<file path="src/rtl/score_disp_ctrl_pkg.sv">
// score_disp_pkg: shared states, BCD nibble width and the power-of-ten helper for the score display.
package score_disp_pkg;
  typedef enum logic [1:0] {IDLE, SHIFT, DONE} state_t;
  localparam int BCD_W = 4;
  function automatic logic [63:0] pow10(input int n);
    pow10 = 64'd1;
    for (int i = 0; i < n; i++) pow10 = pow10 * 64'd10;
  endfunction
endpackage

</file>
<file path="src/rtl/score_disp_ctrl_if.sv">
// score_disp_ctrl_if: load/busy conversion handshake and BCD result between score logic and display.
interface score_disp_ctrl_if import score_disp_pkg::*; #(
  parameter int WIDTH  = 12,
  parameter int DIGITS = 4
);
  logic [WIDTH-1:0]        value_i;
  logic                    load_i;
  logic                    busy_o;
  logic                    done_o;
  logic                    ovf_o;
  logic [BCD_W*DIGITS-1:0] digits_o;
  modport master (output value_i, load_i, input busy_o, done_o, ovf_o, digits_o);
  modport slave  (input value_i, load_i, output busy_o, done_o, ovf_o, digits_o);
endinterface

</file>
<file path="src/rtl/score_disp_ctrl_bcd_add3.sv">
// bcd_add3: one double-dabble correction step, nibbles of 5 or more get +3 before the shift.
module bcd_add3 import score_disp_pkg::*; (
  input  logic [BCD_W-1:0] nib_i,
  output logic [BCD_W-1:0] nib_o
);
  assign nib_o = nib_i >= BCD_W'(5) ? nib_i + BCD_W'(3) : nib_i;
endmodule

</file>
<file path="src/rtl/score_disp_ctrl.sv">
// score_disp_ctrl: sequential binary-to-BCD converter plus free-running multiplexed 7-seg digit scan.
// Define SCORE_DISP_LZB_EN to blank leading zero digits (digit 0 is always shown).
module score_disp_ctrl import score_disp_pkg::*; #(
  parameter int WIDTH       = 12,
  parameter int DIGITS      = 4,
  parameter int REFRESH_DIV = 100000
) (
  input  logic                 clk,
  input  logic                 rst_n,
  score_disp_ctrl_if.slave     bus,
  output logic [DIGITS-1:0]    an_o,
  output logic [BCD_W-1:0]     digit_o
);
  localparam int SW = BCD_W * (DIGITS + 1);
  localparam int DW = BCD_W * DIGITS;
  localparam int CW = $clog2(WIDTH + 1);
  localparam int RW = $clog2(REFRESH_DIV);
  localparam int IW = DIGITS > 1 ? $clog2(DIGITS) : 1;
  localparam logic [63:0] LIMIT = pow10(DIGITS) - 64'd1;
  state_t            state_q, state_d;
  logic [WIDTH-1:0]  shift_q, shift_d;
  logic [SW-1:0]     scr_q, scr_d;
  logic [CW-1:0]     bcnt_q, bcnt_d;
  logic              big_q, big_d;
  logic [DW-1:0]     digits_q, digits_d;
  logic              ovf_q, ovf_d;
  logic [RW-1:0]     cnt_q, cnt_d;
  logic [IW-1:0]     idx_q, idx_d;
  logic [SW-1:0]        adj;
  logic [SW+WIDTH-1:0]  sh;
  logic                 sat;
  for (genvar g = 0; g <= DIGITS; g++) begin : g_add3
    bcd_add3 u_add3 (.nib_i(scr_q[BCD_W*g +: BCD_W]), .nib_o(adj[BCD_W*g +: BCD_W]));
  end
  // Guard nibble catches 10^DIGITS..10^(DIGITS+1)-1; anything wider is caught by the latched range check.
  assign sh  = {adj[SW-2:0], shift_q, 1'b0};
  assign sat = big_q | adj[SW-1] | (|sh[SW+WIDTH-1 -: BCD_W]);
  always_comb begin
    state_d  = state_q;
    shift_d  = shift_q;
    scr_d    = scr_q;
    bcnt_d   = bcnt_q;
    big_d    = big_q;
    digits_d = digits_q;
    ovf_d    = ovf_q;
    case (state_q)
      IDLE: if (bus.load_i) begin
        shift_d = bus.value_i;
        scr_d   = '0;
        bcnt_d  = CW'(WIDTH);
        big_d   = {{(64-WIDTH){1'b0}}, bus.value_i} > LIMIT;
        state_d = SHIFT;
      end
      SHIFT: begin
        {scr_d, shift_d} = sh;
        bcnt_d = bcnt_q - CW'(1);
        if (bcnt_q == CW'(1)) begin
          digits_d = sat ? {DIGITS{4'h9}} : sh[WIDTH +: DW];
          ovf_d    = sat;
          state_d  = DONE;
        end
      end
      default: state_d = IDLE;
    endcase
  end
  assign cnt_d = cnt_q == RW'(REFRESH_DIV - 1) ? '0 : cnt_q + RW'(1);
  assign idx_d = cnt_q != RW'(REFRESH_DIV - 1) ? idx_q : idx_q == IW'(DIGITS - 1) ? '0 : idx_q + IW'(1);
  always_ff @(posedge clk or negedge rst_n) begin
    if (!rst_n) begin
      state_q  <= IDLE;
      shift_q  <= '0;
      scr_q    <= '0;
      bcnt_q   <= '0;
      big_q    <= 1'b0;
      digits_q <= '0;
      ovf_q    <= 1'b0;
      cnt_q    <= '0;
      idx_q    <= '0;
    end else begin
      state_q  <= state_d;
      shift_q  <= shift_d;
      scr_q    <= scr_d;
      bcnt_q   <= bcnt_d;
      big_q    <= big_d;
      digits_q <= digits_d;
      ovf_q    <= ovf_d;
      cnt_q    <= cnt_d;
      idx_q    <= idx_d;
    end
  end
  assign bus.busy_o   = state_q != IDLE;
  assign bus.done_o   = state_q == DONE;
  assign bus.ovf_o    = ovf_q;
  assign bus.digits_o = digits_q;
  assign digit_o      = digits_q[BCD_W*idx_q +: BCD_W];
`ifdef SCORE_DISP_LZB_EN
  logic [IW-1:0] msd;
  always_comb begin
    msd = '0;
    for (int i = 1; i < DIGITS; i++) if (|digits_q[BCD_W*i +: BCD_W]) msd = IW'(i);
  end
  assign an_o = idx_q > msd ? '1 : ~(DIGITS'(1) << idx_q);
`else
  assign an_o = ~(DIGITS'(1) << idx_q);
`endif
endmodule

</file>
<file path="src/flat_wrapper.sv">
// flat-port wrapper written by rule: the top's interface ports become plain ports
module score_disp_ctrl_flat import score_disp_pkg::*;
#(
  parameter int WIDTH       = 12,
  parameter int DIGITS      = 4,
  parameter int REFRESH_DIV = 100000
)
  (clk, rst_n, an_o, digit_o, bus_value_i, bus_load_i, bus_busy_o, bus_done_o, bus_ovf_o, bus_digits_o);
  score_disp_ctrl_if #(.WIDTH(WIDTH), .DIGITS(DIGITS)) bus_i ();
  input  logic clk;
  input  logic rst_n;
  output logic [DIGITS-1:0] an_o;
  output logic [BCD_W-1:0] digit_o;
  input wire logic [$bits(bus_i.value_i)-1:0] bus_value_i;
  input wire logic [$bits(bus_i.load_i)-1:0] bus_load_i;
  output wire logic [$bits(bus_i.busy_o)-1:0] bus_busy_o;
  output wire logic [$bits(bus_i.done_o)-1:0] bus_done_o;
  output wire logic [$bits(bus_i.ovf_o)-1:0] bus_ovf_o;
  output wire logic [$bits(bus_i.digits_o)-1:0] bus_digits_o;
  assign bus_i.value_i = bus_value_i;
  assign bus_i.load_i = bus_load_i;
  assign bus_busy_o = bus_i.busy_o;
  assign bus_done_o = bus_i.done_o;
  assign bus_ovf_o = bus_i.ovf_o;
  assign bus_digits_o = bus_i.digits_o;
  score_disp_ctrl #(.WIDTH(WIDTH), .DIGITS(DIGITS), .REFRESH_DIV(REFRESH_DIV)) u_core (.clk(clk), .rst_n(rst_n), .bus(bus_i), .an_o(an_o), .digit_o(digit_o));
endmodule
</file>
<file path="config.mk">
export PLATFORM = sky130hd
export DESIGN_NAME = score_disp_ctrl_flat
export DESIGN_NICKNAME = d
export VERILOG_FILES = /design/src/rtl/score_disp_ctrl_pkg.sv /design/src/rtl/score_disp_ctrl_if.sv /design/src/rtl/score_disp_ctrl_bcd_add3.sv /design/src/rtl/score_disp_ctrl.sv /design/src/flat_wrapper.sv
export SDC_FILE = /design/constraint.sdc
export NUM_CORES = 1
export LEC_CHECK = 0
export ABC_CLOCK_PERIOD_IN_PS = 4100
export CAP_MARGIN = 5
export CELL_PAD_IN_SITES_DETAIL_PLACEMENT = 1
export CELL_PAD_IN_SITES_GLOBAL_PLACEMENT = 2
export CORE_MARGIN = 2
export CORE_UTILIZATION = 41
export CTS_BUF_LIST = sky130_fd_sc_hd__clkbuf_4 sky130_fd_sc_hd__clkbuf_8
export DETAILED_ROUTE_END_ITERATION = 12
export GPL_TIMING_DRIVEN = 0
export PLACE_DENSITY_LB_ADDON = 0.1
export SYNTH_ARGS = -nofsm -noshare
export SYNTH_HDL_FRONTEND = slang
export SYNTH_SLANG_ARGS = --single-unit
</file>
<file path="constraint.sdc">
create_clock -name clk -period 4.1 [get_ports clk]
set_clock_uncertainty 0.2 [all_clocks]
set_input_delay 0.82 -clock clk [delete_from_list [all_inputs] [get_ports clk]]
set_output_delay 0.82 -clock clk [all_outputs]
set_load 0.01 [all_outputs]
</file>
==> results by group <==
Final layout
  • Share of post-route cells with drive strength above 1: 10.6%
  • Final Instance Area: 0.00463 mm^2
  • Final net count: 460
  • Area Overhead vs Synth: 20.7%
  • Non-filler instance count after layout: 544
  • Antenna fix cells: 0
  • FILL cells: 1045

Clock tree
  • Total setup buffers inserted after CTS: 0
  • Post-CTS Resized: 0
  • Hold buffers post-CTS: 0
  • CTS H-tree lvls: 3
  • CTS Buffer Depth: 2
  • CTS root buffer: clkbuf_8
  • Clock transition at path regs: 0.08 ns
  • TritonCTS clock tree: yes
  • # clock sinks: 74
  • TritonCTS buffer count: 9
  • Clock latency on the worst-skew pair: 0.36 ns

Floorplan
  • Row count: 35
  • Die footprint: 0.0102 mm^2
  • Core footprint: 0.00915 mm^2
  • I/O pin cnt: 42
  • Starting Density: 41.9%
  • Die Y: 101 um
  • Die Wd: 101 um

Critical path
  • CP peak stage delay: 0.54 ns
  • Crit-path cells: clkbuf_1 -> clkbuf_1 -> nor2b_1 -> clkdlybuf4s50_1
  • Cell at the slowest stage of the critical path: clkdlybuf4s50_1
  • Most frequent CP cell: clkbuf_1
  • Dominant delay contributor by cell family on the critical path: buffers and inverters
  • CP bufs+invs: 3
  • Crit Path Category: reg -> out
  • Worst Path Max Fanout: 10
  • CP Data Required Time: 3.08 ns
  • Worst setup SP type: flop
  • Critical Path AT: 2.25 ns
  • Critical path endpoint category: primary output

Timing
  • Hold Fails Final Rpt: 0
  • Final setup vio count: 0
  • Max Fclk: 305 MHz
  • Slew @ Worst Pin: 0.673 ns
  • Hold slack: 0.181 ns
  • Period utilisation layout: 79.8%
  • RSZ-0062 raised after global routing: false
  • Relative slew slack: 55.1%
  • Fin. max-slew vios: 0
  • Min Tclk post-route: 3.27 ns

Placed design
  • Final HPWL DP: 6900 um
  • Placed cell area: 0.00441 mm^2
  • Placed Instances: 528
  • GP Congestion: 0.847
  • I/O Buffers: 41

Global route
  • Grt ovf: 0
  • First-pass GRT wire length: 16200 um
  • Initial antenna violation count: 0
  • Vias in the first global route: 3218
  • Largest net degree at the start of global routing: 48
  • Tot GR Track Use: 20.8%

Route
  • DRC: 0
  • DRT iter0 DRCs: 72
  • Via count: 3044
  • Vias per cell: 5.60
  • Wire per inst: 17.8 um
  • Drt pass-1 iters: 4
  • Routed Antenna Nets: 0
  • DRT Wirelength: 9670 um

Power
  • Clock network power share: 19.3%
  • Sw frac: 39.6%
  • Psw: 1.32 mW
  • Peak VDD IR: 357 uV
  • P_int: 2.01 mW
  • Sequential share of power: 35.5%
  • Comb power frac: 45.2%
  • Lkg Pwr: 1.94 nW
  • Pwr Density: 718 mW/mm^2

Logic synthesis
  • Cells after synthesis: 375
  • Synth top area share: 48.2%
  • Top cell type by total area after synthesis: dfrtp_1
  • Synth Flop Type: dfrtp_1
  • FFs w/ async S/R, synth: 100%
  • EDFF count, synth: 0
  • Post-synth net total: 407
  • Synth warn: 0
  • Post-Syn Area: 0.00384 mm^2
  • Post-synth top cells: dfrtp_1 (74), o21ai_0 (33), nor2_1 (24), nand2_1 (22), a21oi_1 (21)
  • Synth unique cells: 50
  • Seq/Total Area, Yosys: 48.2%
  • Yosys reg bits: 74
  • Most instantiated library cell after synthesis: dfrtp_1
  • Mean Syn Cell Area: 10.2 um^2
  • Synth top area cells: dfrtp_1 (48%), ha_1 (5.5%), o21ai_0 (4.3%)

Status
  • Status: finished, final reports clean

Flow run
  • Maxcap violations: 0

Hold path
  • Hold WC Path Type: in -> async
## sequential cells by signal, summed over array words and instances (netlist names)
name                 flops
u_core.scr_q            20
u_core.cnt_q            17
u_core.bus.digits_o     16
u_core.shift_q          12
u_core.bcnt_q            4
u_core.idx_q             2
u_core.state_q           2
u_core.bus.ovf_o         1
## metrics by stage
step / power [mW] / util [%] / setup TNS (ns) / setup slack, ns
2_1_floorplan: 2.13 / - / 0 / 1.87
3_3_place_gp: 2.65 / 47.9 / -53.39 / -0.728
3_5_place_dp: 2.70 / 48.2 / 0 / 1.16
4_1_cts: 3.37 / 50.6 / 0 / 0.777
5_1_grt: 3.61 / 50.6 / 0 / 0.688
6_report: 3.33 / 50.6 / 0 / 0.826
## worst paths after layout
check | to | start | cells after the start | slack (ns)
max | bus_done_o | u_core.state_q[1]$_DFFE_PN0P_ | 4 | 0.83
min | u_core.bus.digits_o[7]$_DFFE_PN0P_ | rst_n | 1 | 0.18
max reg2reg | u_core.bus.digits_o[12]$_DFFE_PN0P_ | u_core.bcnt_q[1]$_DFFE_PN0P_ | 8 | 1.80
min reg2reg | u_core.cnt_q[15]$_DFF_PN0_ | u_core.cnt_q[15]$_DFF_PN0_ | 1 | 0.29
max in group asynchronous | u_core.shift_q[11]$_DFFE_PN0P_ | rst_n | 2 | 2.95
min in group clk | u_core.cnt_q[15]$_DFF_PN0_ | u_core.cnt_q[15]$_DFF_PN0_ | 1 | 0.29
## per-layer routing
metal	vias up	GRT usage [%]	routed length (um)
met5	-	0	0
met2	65	33.7	4550
met4	0	9.27	206
met3	14	3.05	420
met1	1516	27.6	4490
li1	1449	-	-
## power by group through the flow
| stage | combinational [mW] | clock [mW] | sequential [mW] |
|---|---|---|---|
| floorplan | 0.966 | 0 | 1.17 |
| global placement | 1.46 | 0 | 1.19 |
| detailed placement | 1.50 | 0 | 1.20 |
| CTS | 1.52 | 0.662 | 1.19 |
| global route | 1.69 | 0.695 | 1.22 |
| finish | 1.50 | 0.641 | 1.18 |
## cell type report
type | count | area, um^2 | area share, %
flip-flops and latches | 74 | 1850 | 40.0
plain buffers | 17 | 87.6 | 1.89
well taps | 111 | 139 | 3.00
repair buffers | 42 | 435 | 9.40
clock inverters | 6 | 90.1 | 1.94
clock buffers | 10 | 131 | 2.83
multi-input cells | 263 | 1820 | 39.3
inverters | 21 | 78.8 | 1.70
## cell usage in the layout, fill, tap and decap left out, types with 5 or more instances in the layout
| cell | instances |
|---|---|
| nor2_1 | 24 |
| a21oi_1 | 21 |
| ha_1 | 17 |
| a22oi_1 | 10 |
| nand2b_1 | 6 |
| nand3_1 | 6 |
| nor3_1 | 9 |
| xnor2_1 | 15 |
| nor2b_1 | 15 |
| o22ai_1 | 9 |
| xor2_1 | 6 |
| clkdlybuf4s50_1 | 40 |
| clkbuf_1 | 12 |
| inv_1 | 20 |
| o21ai_0 | 33 |
| o31ai_1 | 7 |
| nand2_1 | 22 |
| clkbuf_8 | 9 |
| or3b_2 | 5 |
| dfrtp_1 | 74 |
## logic make-up (layout without fill, tap and decap cells)
family	count (synthesis)	count (layout)	share of synthesized area (%)
compound gates	106	106	17.8
xor+xnor	21	21	4.79
fa+ha+maj	17	17	5.54
buf+inv	38	96	4.33
flops	74	74	48.2
mux	8	8	3.49
simple gates	111	111	15.8
Power figures use the tool's default switching activity.
